[config.mk]
export PLATFORM = sky130hd
export DESIGN_NAME = uart_rx_fifo
export DESIGN_NICKNAME = d
export VERILOG_FILES = /design/src/rtl/uart_rx_fifo.sv
export SDC_FILE = /design/constraint.sdc
export NUM_CORES = 1
export LEC_CHECK = 0
export ABC_AREA = 1
export CORE_MARGIN = 2
export CORE_UTILIZATION = 30
export DETAILED_ROUTE_END_ITERATION = 7
export DONT_BUFFER_PORTS = 1
export PLACE_DENSITY = 0.43
export RECOVER_POWER = 50
export SKIP_LAST_GASP = 1
export SLEW_MARGIN = 25
export SYNTH_ARGS = -nofsm -noshare
export SYNTH_HDL_FRONTEND = slang
export SYNTH_SLANG_ARGS = --single-unit
[constraint.sdc]
create_clock -name clk -period 5.15 [get_ports clk]
set_clock_uncertainty 0.05 [all_clocks]
set_input_delay 1.545 -clock clk [delete_from_list [all_inputs] [get_ports clk]]
set_output_delay 1.545 -clock clk [all_outputs]
set_load 0.05 [all_outputs]
[src/rtl/uart_rx_fifo.sv]
// Receive-side FWFT buffer behind the UART receiver: synchronises the receiver's
// byte-complete level, turns each rising edge into one push, and streams bytes out.
module uart_rx_fifo #(
    parameter int DEPTH       = 16,
    parameter int SYNC_STAGES = 2
) (
    input  logic                       clk,
    input  logic                       rst,
    input  logic                       rx_done,
    input  logic [7:0]                 rx_data,
    output logic                       m_valid,
    output logic [7:0]                 m_data,
    input  logic                       m_ready,
    output logic [$clog2(DEPTH):0]     count,
    output logic                       full,
    output logic                       empty,
    output logic                       overflow,
    input  logic                       clr_ovf
);
    localparam int AW = $clog2(DEPTH);
    localparam int CW = AW + 1;

    logic [SYNC_STAGES-1:0] sync_q;
    logic                   done_dly_q;
    logic [AW-1:0]          wr_ptr_q, wr_ptr_d;
    logic [AW-1:0]          rd_ptr_q, rd_ptr_d;
    logic [CW-1:0]          count_q, count_d;
    logic                   ovf_q, ovf_d;
    logic [7:0]             mem [DEPTH];
    logic                   push, pop, wr_en, drop;

    // Flops preset to 1 so a done level already high at reset release is not an edge.
    always_ff @(posedge clk) begin
        if (rst) begin
            sync_q     <= '1;
            done_dly_q <= 1'b1;
        end else begin
            sync_q     <= {sync_q[SYNC_STAGES-2:0], rx_done};
            done_dly_q <= sync_q[SYNC_STAGES-1];
        end
    end

    assign push  = sync_q[SYNC_STAGES-1] & ~done_dly_q;
    assign pop   = m_valid & m_ready;
    assign wr_en = push & (~full | pop);
    assign drop  = push & full & ~pop;

    always_comb begin
        wr_ptr_d = wr_ptr_q;
        rd_ptr_d = rd_ptr_q;
        count_d  = count_q;
        ovf_d    = ovf_q;
        if (wr_en) wr_ptr_d = wr_ptr_q + 1'b1;
        if (pop)   rd_ptr_d = rd_ptr_q + 1'b1;
        case ({wr_en, pop})
            2'b10:   count_d = count_q + 1'b1;
            2'b01:   count_d = count_q - 1'b1;
            default: count_d = count_q;
        endcase
        // A drop in the same cycle as a clear must leave the flag set.
        if (drop)         ovf_d = 1'b1;
        else if (clr_ovf) ovf_d = 1'b0;
    end

    always_ff @(posedge clk) begin
        if (rst) begin
            wr_ptr_q <= '0;
            rd_ptr_q <= '0;
            count_q  <= '0;
            ovf_q    <= 1'b0;
        end else begin
            wr_ptr_q <= wr_ptr_d;
            rd_ptr_q <= rd_ptr_d;
            count_q  <= count_d;
            ovf_q    <= ovf_d;
        end
    end

    always_ff @(posedge clk) begin
        if (wr_en && !rst) mem[wr_ptr_q] <= rx_data;
    end

    assign count    = count_q;
    assign empty    = (count_q == '0);
    assign full     = (count_q == CW'(DEPTH));
    assign m_valid  = ~empty;
    assign m_data   = mem[rd_ptr_q];
    assign overflow = ovf_q;

endmodule

==> metrics, run 1 <==
clock power share=0.334; Routed WL=15.3 mm; Worst setup SP type=register; Worst Hold Class=register to register; flop2flop setup slack=1.99 ns; Synth cell types=29; pin count of the biggest net entering global routing=64; mapped cell area=6290 µm²; number of diodes=0; Relative slew margins=0.348; # fillers=2,047; crit end category=primary output; CTS Hold Bufs=0; Sw Ratio=0.363; Die Height=149 µm; Worst EP required=3.56 ns; Net Count, Synth=571; Worst-Skew Late Latency=around 0.42 ns; via/cell ratio=roughly 4.7; Slew @ Worst Pin=0.974 ns; Slew Viols, Final=0; setup TNS=0 ns; Primary FF master, synth=edfxtp_1; Seq. cell area=4270 µm²; max_cap viols=0; CTS root buffer=clkbuf_16; Die W=149 µm; min cycle time layout=4.21 ns; maximum buffer depth of the clock tree=2; Iteration-0 DRC Markers=~330; initial core utilization=0.308; Worst EP arrival=2.62 ns; worst hold margin=0.362 ns; non-filler instance count after layout=828; # rows=52; area of the core=about 20,000 µm²; initial antenna violation count=0; final-report hold violation count=0; Die Area=22,100 µm²; clock transition at the registers of the reported paths=0.06 ns; TritonCTS clock tree=yes; Power Dens Cells=499 nW/µm²; kind of critical path=register to primary output; internal power=2.23 mW; port bufs=0; combinational power share=0.229; Setup WS pre-CTS=1.35 ns; routability-driven placement congestion ratio=approximately 0.84; Reg power frac=0.437; DP Wirelength=~9.9 mm; CTS sink cnt=approximately 150; async set or reset register ratio after synthesis=0; net switching power=about 1.3 mW; cell taking the most area after synthesis=edfxtp_1; final period utilization=0.818; CTS Buf Count=17; Syn Inst Count=549; H-tree level count=4; IR drop worst, VDD=0.000317 V; Fmax achieved=237 MHz; Final Setup Violations=0; CP max FO=40; synthesis-stage register bit count=149; fraction of layout cells with a size suffix above 1=0.0753; number of global-route vias before repair=approximately 3,800; Post-synth EDFFs=between 100 and 150; Pre-antenna DRT Iters=5; Seq/Total Area, Yosys=0.678; Pleak=2.51 nW; via count=3,917; status=completed; grt ovf=0; number of cells after detailed placement=slightly below 800; Top-Level Pins=30; Post-DRT Antenna Nets=0; Syn-to-layout area delta=11.7%; global-route wire length before repair=23.4 mm; Power Total=approximately 3.5 mW; All-Layer GR Usage=0.146; RSZ-0062 raised after global routing=no; WL per Instance=18.5 µm; Worst Slack Setup Final=approximately 0.94 ns; area share of the largest cell type after synthesis=0.611; Synth Area per Inst=11.5 µm²; post_cts resized=0; area of the multi-input gates=1510 µm²; post-CTS setup buffers=0; Synth warnings=0; largest cells by area after synthesis=edfxtp_1, dfxtp_1, inv_1; fin nets=567; DR DRC count=0
## power by group through the flow
stage / registers (mW) / logic (mW) / clock network, mW
2_1_floorplan: 1.46 / 0.774 / 0
3_3_place_gp: 1.56 / 0.824 / 0
3_5_place_dp: 1.56 / 0.822 / 0
4_1_cts: 1.54 / 0.827 / 1.20
5_1_grt: 1.55 / 0.892 / 1.25
6_report: 1.53 / 0.804 / 1.17
## cells by family after synthesis
| family | share of synthesized area |
|---|---|
| adder cells (fa/ha/maj) | 0.0191 |
| flip-flops | 0.678 |
| XOR/XNOR | 0.00418 |
| buffers and inverters | 0.0756 |
| AND/OR/NAND/NOR | 0.118 |
| AO/OA/AOI/OAI | 0.106 |
## cells in the mapped netlist (3+ instances only)
cell type,n
a21oi_1,40
buf_2,13
buf_6,4
clkbuf_1,7
dfxtp_1,21
edfxtp_1,128
ha_1,8
inv_1,84
nand2_1,54
nand2_4,3
nand3_1,62
nor2_1,33
o211ai_1,32
o21ai_0,40
## per-stage QoR
stage	utilization	cell area [µm²]
after floorplan	-	6290
after global placement	0.319	6510
after detailed placement	0.319	6510
after CTS	0.346	7070
after global routing	0.344	7030
final	0.344	7030
## registers in the layout (all words and copies together) (netlist names), named ones only
name,flops
rd_ptr_q,4
overflow,1
done_dly_q,1
count,5
sync_q,2
wr_ptr_q,4
mem,128
## metal layers
metal  global-route usage  vias up  part of all wire
li1                     -     1891                 -
met4               0.0533        0             0.017
met5                    0        -                 0
met2                0.225      103              0.46
met3               0.0361       14             0.051
met1                0.199     1909              0.47
## path summary, 6_finish.rpt
kind,start,to,depth (start not counted)
setup / recovery,register,m_data[3],5
hold / removal,sync_q[0]$_SDFF_PP1_,sync_q[1]$_SDFF_PP1_,1
setup reg to reg,count[1]$_SDFFE_PP0P_,count[4]$_SDFFE_PP0P_,13
hold reg to reg,sync_q[0]$_SDFF_PP1_,sync_q[1]$_SDFF_PP1_,1
## cells in the final DEF, fill, tap and decap left out
cell	count
nand3_2	1
nor2_2	1
fa_1	1
clkinv_4	4
buf_4	3
or2_2	2
dfxtp_2	1
inv_1	86
clkbuf_16	17
nand2_1	57
a21oi_2	1
clkbuf_1	1
clkinvlp_4	4
nand3b_1	1
bufinv_16	1
a21oi_1	40
o21ai_0	41
ha_1	8
nand2_4	1
nor2_1	34
inv_6	3
clkinv_1	2
nand3_1	63
xor2_1	2
edfxtp_1	128
clkinv_2	1
dfxtp_1	19
o211ai_1	32
dfxtp_4	1
nand2_2	1
xnor2_1	1
## critical path, stage by stage (launching register included)
cell,delay [ns]
dfxtp_2,0.87
buf_4,0.43
o211ai_1,0.15
nand3_1,0.17
nand3_1,0.13
nand2_1,0.40
## cell type report
cell class              count  share of cell area
clock buffers              18              0.0611
clock inverters            14              0.0183
inverters                  87              0.0467
multi-input cells         287               0.215
flip-flops and latches    149               0.608
well taps                 270              0.0481
repair buffers              3             0.00321
Power figures use the tool's default switching activity.
==> run 2, diff against run 1 <==
Settings changed: PLACE_DENSITY 0.43 to 0.44.
Clock period 5.15 ns to 3.7 ns, I/O delays scaled along.
==> metrics, run 2 (synthesized netlist as in run 1, its figures left out) <==
Routed WL=14.2 mm (-7.4%); max reg flops=128 (unchanged); Slew Viols, Final=0 (unchanged); status=completed; Worst EP required=2.54 ns (-1.02 ns); maximum buffer depth of the clock tree=2 (unchanged); most frequent cells in the layout=edfxtp_1, inv_1, nand3_1, nand2_1, o21ai_0; CTS Buf Count=17 (unchanged); global-route wire length before repair=22.0 mm (-6.0%); initial core utilization=0.308 (unchanged); routability-driven placement congestion ratio=0.800 (-5.3%); CTS Hold Bufs=0 (unchanged); setup TNS=0 ns (unchanged); fraction of layout cells with a size suffix above 1=0.0882 (+0.0129); Syn-to-layout area delta=13.3%; pin count of the biggest net entering global routing=58 (-9.4%); area of the core=20,400 µm² (unchanged); TritonCTS clock tree=yes; Pleak=2.55 nW (+1.5%); clock transition at the registers of the reported paths=0.06 ns (about the same); WL per Instance=17.0 µm (-8.4%); Slew @ Worst Pin=0.873 ns (-0.101 ns); CTS root buffer=clkbuf_16; final period utilization=0.914; Fmax achieved=296 MHz; final-report hold violation count=0 (unchanged); Crit path buffers/inverters=1 (unchanged); Pre-antenna DRT Iters=4 (-1); Worst EP arrival=2.22 ns (-0.40 ns); number of global-route vias before repair=3,919 (+4.3%); Relative slew margins=0.416 (+0.0674); Final Setup Violations=0 (unchanged); Top-Level Pins=30 (unchanged); Power Total=4.88 mW (+39%); Die W=149 µm (unchanged); Worst setup SP type=register; CP max FO=5 (-88%); min cycle time layout=3.38 ns; Util after Layout=0.349 (+0.00490); # rows=52 (unchanged); number of cells after detailed placement=806 (+1.3%); Post-DRT Antenna Nets=0 (unchanged); Die Height=149 µm (unchanged); DR DRC count=0 (unchanged); CTS sink cnt=149 (unchanged); Biggest register=mem; max incr delay on CP=0.54 ns (-0.33 ns); post-CTS setup buffers=0 (unchanged); via/cell ratio=4.66 (-1.5%); port bufs=0 (unchanged); Die Area=22,100 µm² (unchanged); DP Wirelength=9.35 mm (-6.0%); fin nets=577 (+1.8%); RSZ-0062 raised after global routing=no; Worst Hold Class=register to register; number of diodes=0 (unchanged); slowest CP cell=inv_1; crit end category=primary output; H-tree level count=4 (unchanged); Iteration-0 DRC Markers=247 (-25%); All-Layer GR Usage=0.136 (-0.0100); kind of critical path=register to primary output; Placed Area=6610 µm² (+1.5%); CP delay by family, top=simple AND/OR/NAND/NOR gates; most common cell after layout, fill and taps aside=edfxtp_1; non-filler instance count after layout=837 (+1.1%); post_cts resized=0 (unchanged); Worst-Skew Late Latency=0.42 ns (about the same); Worst Slack Setup Final=0.319 ns (-0.620 ns); IR drop worst, VDD=0.000454 V (+43%); CP Cell Sequence=nor2_1, nand3_1, inv_1; Setup WS pre-CTS=0.748 ns (-0.606 ns); final instance area=7130 µm² (+1.4%); max_cap viols=0 (unchanged); grt ovf=0 (unchanged); initial antenna violation count=0 (unchanged); via count=3,900 (-0.43%); worst hold margin=0.358 ns (-0.00441 ns); Power Dens Cells=685 nW/µm² (+37%)
-- run 2: changes by cell type in the layout (fill, tap and decap cells not counted) --
| cell | previous run | this run |
|---|---|---|
| buf_12 | 0 | 2 |
| buf_4 | 3 | 10 |
| bufinv_16 | 1 | 2 |
| clkinv_1 | 2 | 3 |
| clkinv_2 | 1 | 2 |
| clkinv_4 | 4 | 2 |
| clkinvlp_4 | 4 | 6 |
| inv_6 | 3 | 0 |
| nand2_1 | 57 | 56 |
| nand2_2 | 1 | 2 |
| nand3_1 | 63 | 64 |
| nand3_2 | 1 | 0 |
-- run 2: path summary, 6_finish.rpt --
kind,start,endpoint,slack (ns),depth (start not counted)
worst max-delay path,count[1]$_SDFFE_PP0P_,empty,0.32,3
worst min-delay path,sync_q[0]$_SDFF_PP1_,sync_q[1]$_SDFF_PP1_,0.36,1
worst max register to register,count[1]$_SDFFE_PP0P_,count[4]$_SDFFE_PP0P_,0.56,13
worst min register to register,sync_q[0]$_SDFF_PP1_,sync_q[1]$_SDFF_PP1_,0.36,1
-- run 2: where the power goes --
group / switching [mW] / total (mW) / leakage (nW) / internal [mW]
clock: 0.669 / 1.65 / 0.255 / 0.980
combinational: 0.804 / 1.14 / 0.971 / 0.333
sequential: 0.222 / 2.10 / 1.32 / 1.87
-- run 2: routing by layer --
layer,GRT usage,vias to the layer above,part of all wire
met5,0,-,0
met4,0.0405,0,0.015
met3,0.0391,17,0.057
met2,0.230,79,0.49
met1,0.169,1896,0.43
li1,-,1908,-
-- run 2: cell type report --
cell class / instances / area [µm²]
fill: 2072 / 13300
clock inverter: 14 / 139
timing repair buffer: 13 / 119
clock buffer: 17 / 425
sequential: 149 / 4270
tap: 270 / 338
inverter: 87 / 328
multi-input combinational: 287 / 1510
==> run 3, diff against run 2 <==
Settings changed: ABC_AREA 1 to unset, BUFFER_PORTS_ARGS set to -buffer_cell sky130_fd_sc_hd__buf_2, DONT_BUFFER_PORTS 1 to unset, PLACE_DENSITY 0.44 to 0.45.
==> metrics, run 3 <==
synthesis-stage register bit count=149 (unchanged); Worst-Skew Late Latency=0.41 ns (about the same); worst hold margin=0.357 ns (-0.00112 ns); RR Endpoint=count[4]$_SDFFE_PP0P_; number of global-route vias before repair=3,339 (-15%); CP max FO=32 (+27); Pleak=2.36 nW (-7.5%); RSZ-0062 raised after global routing=no; Worst setup SP type=register; via count=3,119 (-20%); async set or reset register ratio after synthesis=0 (unchanged); Synth cell types=42 (+45%); Net Count, Synth=356 (-38%); setup TNS=0 ns (unchanged); area of the multi-input gates=1650 µm² (+9.2%); grt ovf=0 (unchanged); CTS root buffer=clkbuf_16; Power Dens Cells=682 nW/µm² (-0.47%); Fmax achieved=304 MHz (+2.7%); IR drop worst, VDD=0.000516 V (+14%); Hold EP=sync_q[1]$_SDFF_PP1_; max_cap viols=0 (unchanged); Die Height=146 µm (-2.2%); via/cell ratio=4.80 (+3.0%); Seq. cell area=4270 µm² (about the same); Commonest cells post-synth=edfxtp_1, mux4_2, dfxtp_1; reg2reg start=count[1]$_SDFFE_PP0P_; worst r2r path cells=8 (-5); global-route wire length before repair=20.2 mm (-8.4%); CP Cell Sequence=buf_12, mux4_2, a22oi_1, nand2_1, buf_2; Worst EP required=2.54 ns (about the same); routability-driven placement congestion ratio=0.712 (-11%); Iteration-0 DRC Markers=171 (-31%); CTS Hold Bufs=0 (unchanged); WL per Instance=20.4 µm (+20%); Pre-antenna DRT Iters=4 (unchanged); max reg flops=128 (unchanged); status=completed; Final Setup Violations=0 (unchanged); initial core utilization=0.307 (-0.00104); fin nets=395 (-32%); H-tree level count=4 (unchanged); crit end category=primary output; fraction of layout cells with a size suffix above 1=0.255 (+0.166); area of the core=19,600 µm² (-4.1%); cell taking the most area after synthesis=edfxtp_1; Die W=146 µm (-2.2%); Hold Path Stages=1 (unchanged); Post-synth EDFFs=128 (unchanged); initial antenna violation count=0 (unchanged); TritonCTS clock tree=yes; Syn Inst Count=334 (-39%); CTS sink cnt=149 (unchanged); CTS Buf Count=17 (unchanged); pin count of the biggest net entering global routing=33 (-43%); largest cells by area after synthesis=edfxtp_1, mux4_2, dfxtp_1; mapped cell area=6010 µm² (-4.4%); max incr delay on CP=0.54 ns (about the same); post_cts resized=0 (unchanged); maximum buffer depth of the clock tree=2 (unchanged); clock transition at the registers of the reported paths=0.06 ns (about the same); Die Area=21,200 µm² (-4.3%); Syn-to-layout area delta=17.2%; DP Wirelength=8.17 mm (-13%); most common cell after layout, fill and taps aside=edfxtp_1; dominant cell by count in the synthesized netlist=edfxtp_1; number of diodes=0 (unchanged); # fillers=1,853 (-11%); All-Layer GR Usage=0.132 (-0.00377); Biggest register=mem; Seq/Total Area, Yosys=0.709 (+0.0314); Synth warnings=0 (unchanged); post-CTS setup buffers=0 (unchanged); final period utilization=0.889 (-0.0244); Post-DRT Antenna Nets=0 (unchanged); DR DRC count=0 (unchanged); most frequent cells in the layout=edfxtp_1, mux4_2, dfxtp_1, buf_2, clkbuf_16; area share of the largest cell type after synthesis=0.639 (+0.0283); Worst Hold Class=register to register; Slew @ Worst Pin=1.18 ns (+0.308 ns); flop2flop setup slack=0.78 ns (+0.22 ns); Slew Viols, Final=0 (unchanged); final-report hold violation count=0 (unchanged); Primary FF master, synth=edfxtp_1; Top-Level Pins=30 (unchanged); slowest CP cell=mux4_2; # rows=51 (-1.9%); Worst EP arrival=2.13 ns (-0.09 ns); min cycle time layout=3.29 ns (-0.0901 ns); Synth Area per Inst=18.0 µm² (+57%); kind of critical path=register to primary output; hold path start=sync_q[0]$_SDFF_PP1_; Relative slew margins=0.212 (-0.203); port bufs=29 (+29); Routed WL=13.2 mm (-6.8%)
run 3: kinds of logic after synthesis:
logic type | share of synthesized area
DFF | 0.709
buffers and inverters | 0.0162
AOI/OAI and AO/OA | 0.0462
and+or+nand+nor | 0.0710
muxes | 0.127
xor gates and xnor gates | 0.0102
adders and majority gates | 0.0200
run 3: worst max-delay path by stage:
stage	start	endpoint	cells past startpoint
after floorplan	count[1]$_SDFFE_PP0P_	empty	3
after global placement	m_ready	count[4]$_SDFFE_PP0P_	7
after detailed placement	m_ready	count[4]$_SDFFE_PP0P_	7
after CTS	register	m_data[6]	5
after global routing	register	m_data[5]	5
final	register	m_data[6]	5
run 3: final cells by class:
type	instances	share of cell area
sequential	149	0.605
multi-input combinational	161	0.234
clock buffer	17	0.0603
tap	265	0.0470
timing repair buffer	37	0.0293
clock inverter	14	0.0209
inverter	7	0.00373
run 3: stage by stage:
stage / cell area (µm²) / setup slack (ns) / power, mW / cells / util
CTS: 7070 / 0.321 / 4.88 / 650 / 0.361
global placement: 6490 / 0.732 / 3.20 / 619 / 0.331
finish: 7050 / 0.409 / 4.81 / 650 / 0.360
floorplan: 6010 / 0.710 / 2.93 / 334 / -
global route: 7050 / 0.268 / 5.03 / 650 / 0.360
detailed placement: 6490 / 0.728 / 3.21 / 619 / 0.331
run 3: routing by layer:
metal	wire, µm	GRT usage	up-vias
met5	0	0	-
met2	6850	0.230	71
met3	471	0.0339	5
met4	90	0.0412	0
li1	-	-	1417
met1	5830	0.161	1626
run 3: report_power, final:
| part | internal [mW] | switching (mW) |
|---|---|---|
| Combinational | 0.470 | 0.742 |
| Sequential | 1.86 | 0.0578 |
| Clock | 0.996 | 0.675 |
| Total | 3.33 | 1.48 |
run 3: worst max-delay path: cells and delay by family, from the launching register on:
kind	cells	cell delay (ns)
compound gates	1	0.26
simple gates	1	0.09
flops	1	0.34
mux	1	0.54
buf+inv	2	0.47
